$ cat config.mk
export PLATFORM = sky130hd
export DESIGN_NAME = uart_tx_fifo
export DESIGN_NICKNAME = d
export VERILOG_FILES = /design/src/rtl/uart_tx_fifo.sv
export SDC_FILE = /design/constraint.sdc
export NUM_CORES = 1
export LEC_CHECK = 0
export BUFFER_PORTS_ARGS = -buffer_cell sky130_fd_sc_hd__buf_2
export CORE_UTILIZATION = 53
export CTS_BUF_LIST = sky130_fd_sc_hd__clkbuf_8 sky130_fd_sc_hd__clkbuf_16
export DETAILED_ROUTE_END_ITERATION = 12
export GPL_ROUTABILITY_DRIVEN = 1
export MAX_ROUTING_LAYER = met4
export PLACE_DENSITY = 0.74
export SYNTH_ARGS = -nofsm -noshare
export SYNTH_HDL_FRONTEND = slang
export SYNTH_SLANG_ARGS = --single-unit
$ cat constraint.sdc
create_clock -name clk -period 1.7 [get_ports clk]
set_input_delay 0 -clock clk [delete_from_list [all_inputs] [get_ports clk]]
set_output_delay 0 -clock clk [all_outputs]
set_load 0.02 [all_outputs]
$ cat src/rtl/uart_tx_fifo.sv
// 8N1 serial transmitter fed by a small write FIFO; bit timing from a fixed clock divider.
// txd is registered from the FSM state, so the line lags the state by one cycle.
module uart_tx_fifo #(
    parameter int DIV   = 16,
    parameter int DEPTH = 4,
    parameter int AW    = 2
) (
    input  logic          clk,
    input  logic          rst,
    input  logic          wr_en,
    input  logic [7:0]    din,
    output logic          full,
    output logic          empty,
    output logic [AW:0]   level,
    output logic          ovf,
    output logic          busy,
    output logic          txd
);

    localparam int DW = (DIV > 1) ? $clog2(DIV) : 1;

    typedef enum logic [1:0] {IDLE, START, DATA, STOP} state_t;

    state_t        state;
    logic [DW-1:0] div_cnt;
    logic [2:0]    bit_idx;
    logic [7:0]    shift;
    logic [7:0]    mem [DEPTH];
    logic [AW-1:0] wr_ptr;
    logic [AW-1:0] rd_ptr;
    logic [AW:0]   count_next;
    logic          push;
    logic          pop;
    logic          last_tick;
    logic          tx_bit;

    assign last_tick = (div_cnt == DW'(DIV - 1));
    // full/empty are the registered pre-edge flags, so a push into a full FIFO
    // is rejected even when the same edge pops.
    assign push = wr_en && !full;
    assign pop  = !empty && ((state == IDLE) || (state == STOP && last_tick));

    always_comb begin
        count_next = level;
        if (push && !pop) begin
            count_next = level + (AW+1)'(1);
        end else if (!push && pop) begin
            count_next = level - (AW+1)'(1);
        end
    end

    always_comb begin
        tx_bit = 1'b1;
        case (state)
            START:   tx_bit = 1'b0;
            DATA:    tx_bit = shift[0];
            default: tx_bit = 1'b1;
        endcase
    end

    always_ff @(posedge clk) begin
        if (push) begin
            mem[wr_ptr] <= din;
        end
    end

    always_ff @(posedge clk) begin
        if (rst) begin
            wr_ptr <= '0;
            rd_ptr <= '0;
            level  <= '0;
            full   <= 1'b0;
            empty  <= 1'b1;
            ovf    <= 1'b0;
        end else begin
            if (push) begin
                wr_ptr <= wr_ptr + AW'(1);
            end
            if (pop) begin
                rd_ptr <= rd_ptr + AW'(1);
            end
            if (wr_en && full) begin
                ovf <= 1'b1;
            end
            level <= count_next;
            full  <= (count_next == (AW+1)'(DEPTH));
            empty <= (count_next == '0);
        end
    end

    always_ff @(posedge clk) begin
        if (rst) begin
            state   <= IDLE;
            div_cnt <= '0;
            bit_idx <= '0;
            shift   <= '0;
            txd     <= 1'b1;
            busy    <= 1'b0;
        end else begin
            txd <= tx_bit;
            case (state)
                IDLE: begin
                    div_cnt <= '0;
                    if (!empty) begin
                        state <= START;
                        shift <= mem[rd_ptr];
                        busy  <= 1'b1;
                    end
                end
                START: begin
                    if (last_tick) begin
                        state   <= DATA;
                        div_cnt <= '0;
                        bit_idx <= '0;
                    end else begin
                        div_cnt <= div_cnt + DW'(1);
                    end
                end
                DATA: begin
                    if (last_tick) begin
                        div_cnt <= '0;
                        shift   <= {1'b0, shift[7:1]};
                        if (bit_idx == 3'd7) begin
                            state <= STOP;
                        end else begin
                            bit_idx <= bit_idx + 3'd1;
                        end
                    end else begin
                        div_cnt <= div_cnt + DW'(1);
                    end
                end
                STOP: begin
                    if (last_tick) begin
                        div_cnt <= '0;
                        if (!empty) begin
                            state <= START;
                            shift <= mem[rd_ptr];
                        end else begin
                            state <= IDLE;
                            busy  <= 1'b0;
                        end
                    end else begin
                        div_cnt <= div_cnt + DW'(1);
                    end
                end
                default: begin
                    state <= IDLE;
                    busy  <= 1'b0;
                end
            endcase
        end
    end

endmodule

==> flow_summary.json <==
{
  "outcome": "complete, but fails checks",
  "violations": "negative setup slack",
  "antenna_left": 0,
  "cts_tree": "done",
  "crit_type": "flop to flop",
  "synth_edf_count": 32,
  "num-nets-final": 310,
  "die_height_um": 74.2,
  "clock_sinks": 63,
  "gp_congestion": 0.818,
  "setup_viol": 10,
  "die_w_um": 74.2,
  "hold_slack_ns": 0.119,
  "dpl_cell_area_um2": 3110,
  "final_cell_mix": "edfxtp_1 (32), buf_4 (30), dfxtp_1 (27)",
  "syn-instance-count": 223,
  "grt_util_all_layers": 0.235,
  "clock_path_buffers": 2,
  "ioPinCount": 19,
  "dp_hpwl_mm": 3.52,
  "dr.pass1.iters": 4,
  "root_buffer": "clkbuf_8",
  "final-instance-count-excl-fill": 357,
  "clock_latency_ns": 0.34,
  "clk_pin_slew_worst_paths_ns": 0.08,
  "final_common_cell": "edfxtp_1",
  "syn_avg_cell_area_um2": 12.4,
  "vias": 1929,
  "worstSetupStartpointType": "flop",
  "power.leakage_nw": 1.39,
  "setup_ws_ns": -0.114,
  "grt_overflow_total": 0,
  "cts_buffers": 9,
  "h-tree-depth": 3,
  "drive_above_1_share": 0.372,
  "slew_headroom": 0.640,
  "finalHoldViolCount": 0,
  "fin_util": 0.746,
  "power_density_nw_per_um2": 1670,
  "antenna_found_initial": 0,
  "cp-end-kind": "flop",
  "grt_pass1_wl_mm": 8.90,
  "clock.fmax_mhz": 551,
  "min_period_over_period": 1.07,
  "path_max_fanout": 4,
  "area_growth_pct": 31.6,
  "max_slew.worst_pin.slew_ns": 0.540,
  "required_ns": 1.96,
  "routedWlPerCell_um": 15.9,
  "synthDistinctLibCells": 50,
  "fillCellCount": 316,
  "synth.cell_area_um2": 2770,
  "fin_area_um2": 3640,
  "antenna_cells": 0,
  "ys_ff_latch": 63,
  "peakVddDrop_uv": 997,
  "totalWireLength_mm": 5.66,
  "fin_crit_ns": 1.81,
  "placed_cells": 325,
  "grt_max_degree": 29,
  "setup_tns_ns": -0.924,
  "arrival_ns": 2.08,
  "viasPerCell": 5.40,
  "die-area_um2": 5510,
  "syn_nets": 248,
  "drc_errors": 0,
  "drt_iter0_markers": 76,
  "portBuffers": 18,
  "yosys_warnings": 0,
  "hold_path_class": "input pin to flop",
  "start_util": 0.567,
  "power_mw": 6.09,
  "synthFlopType": "edfxtp_1",
  "final_max_slew_viol_count": 0,
  "dp_slack_ns": -0.200,
  "grt_pass1_vias": 1898,
  "seq_area_frac_synth": 0.572,
  "rsz0062_at_grt": "true",
  "cap_violations": 0,
  "clock_skew_ns": 0.00874,
  "row_count": 25,
  "coreArea_um2": 4880,
  "synthArstFlopShare": 0
}
## timing repair
action | in CTS | in global routing
cloned | 0 | 1
endpoints found under the hold margin | 33 | 0
endpoints found under the setup margin | 11 | 17
hold buffers | 9 | 0
setup buffers | 2 | 4
pin swaps | 3 | 11
gates resized for setup | 19 | 13
## area by class of cell
| cell class | instances | area (um2) | share of cell area |
|---|---|---|---|
| flip-flops and latches | 63 | 1590 | 0.437 |
| multi-input cells | 140 | 1220 | 0.334 |
| repair buffers | 62 | 484 | 0.133 |
| clock inverters | 7 | 104 | 0.0285 |
| well taps | 67 | 83.8 | 0.0230 |
| inverters | 9 | 36.3 | 0.00997 |
| clock buffers | 9 | 124 | 0.0340 |
## kinds of logic (layout without fill, tap and decap cells)
group / after synthesis / in the layout / synth area share
AND/OR/NAND/NOR: 77 / 77 / 0.141
adder cells (fa/ha/maj): 14 / 14 / 0.0633
flip-flops: 63 / 63 / 0.572
AO/OA/AOI/OAI: 33 / 33 / 0.0995
multiplexers: 12 / 12 / 0.0796
XOR/XNOR: 4 / 4 / 0.0127
buffers and inverters: 20 / 87 / 0.0321
## registers in the layout (all words and copies together), names as in the netlist, named ones only
name,count
mem,32
level,3
state,2
busy,1
empty,1
bit_idx,3
rd_ptr,2
wr_ptr,2
full,1
txd,1
shift,8
ovf,1
div_cnt,4
## Yosys cell counts (3+ instances only)
library cell / n / area, um2
edfxtp_1: 32 / 961
dfxtp_1: 31 / 621
nand2_1: 22 / 82.6
nor2_1: 20 / 75.1
ha_1: 14 / 175
inv_1: 9 / 33.8
mux4_2: 8 / 180
a21oi_1: 7 / 35.0
a311oi_1: 7 / 61.3
and2_1: 6 / 37.5
clkbuf_1: 5 / 18.8
nand2b_1: 5 / 31.3
nor3_1: 5 / 25.0
mux2i_1: 4 / 40.0
o21ai_0: 4 / 20.0
nand3_1: 3 / 15.0
xnor2_1: 3 / 26.3
## critical path, cell delays in order (launching register included)
cell     delay (ns)
dfxtp_4        0.39
inv_4          0.06
ha_4           0.17
a41oi_4        0.27
nor4b_2        0.10
or4b_4         0.55
a32oi_1        0.20
## report_power, final
part / leakage, nW / internal (mW) / switching [mW] / total [mW]
Clock: 0.115 / 0.845 / 0.642 / 1.49
Combinational: 0.728 / 1.27 / 1.18 / 2.45
Sequential: 0.550 / 1.93 / 0.230 / 2.16
## path summary, 6_finish.rpt
| path | startpoint | to | slack, ns | cells after the start |
|---|---|---|---|---|
| worst min register to register | div_cnt[0] | div_cnt[0] | 0.45 | 1 |
| worst min-delay path | rst | ovf | 0.12 | 2 |
| worst max register to register | state[0] | full | -0.11 | 6 |
| worst max-delay path | state[0] | full | -0.11 | 6 |
## metal layers
metal / track usage / part of all wire / up-vias
li1: - / - / 938
met1: 0.282 / 0.43 / 943
met2: 0.380 / 0.52 / 35
met3: 0.0501 / 0.026 / 13
met4: 0.111 / 0.022 / 0
met5: - / 0 / -
Note: power is estimated with default switching activity, not from simulation.
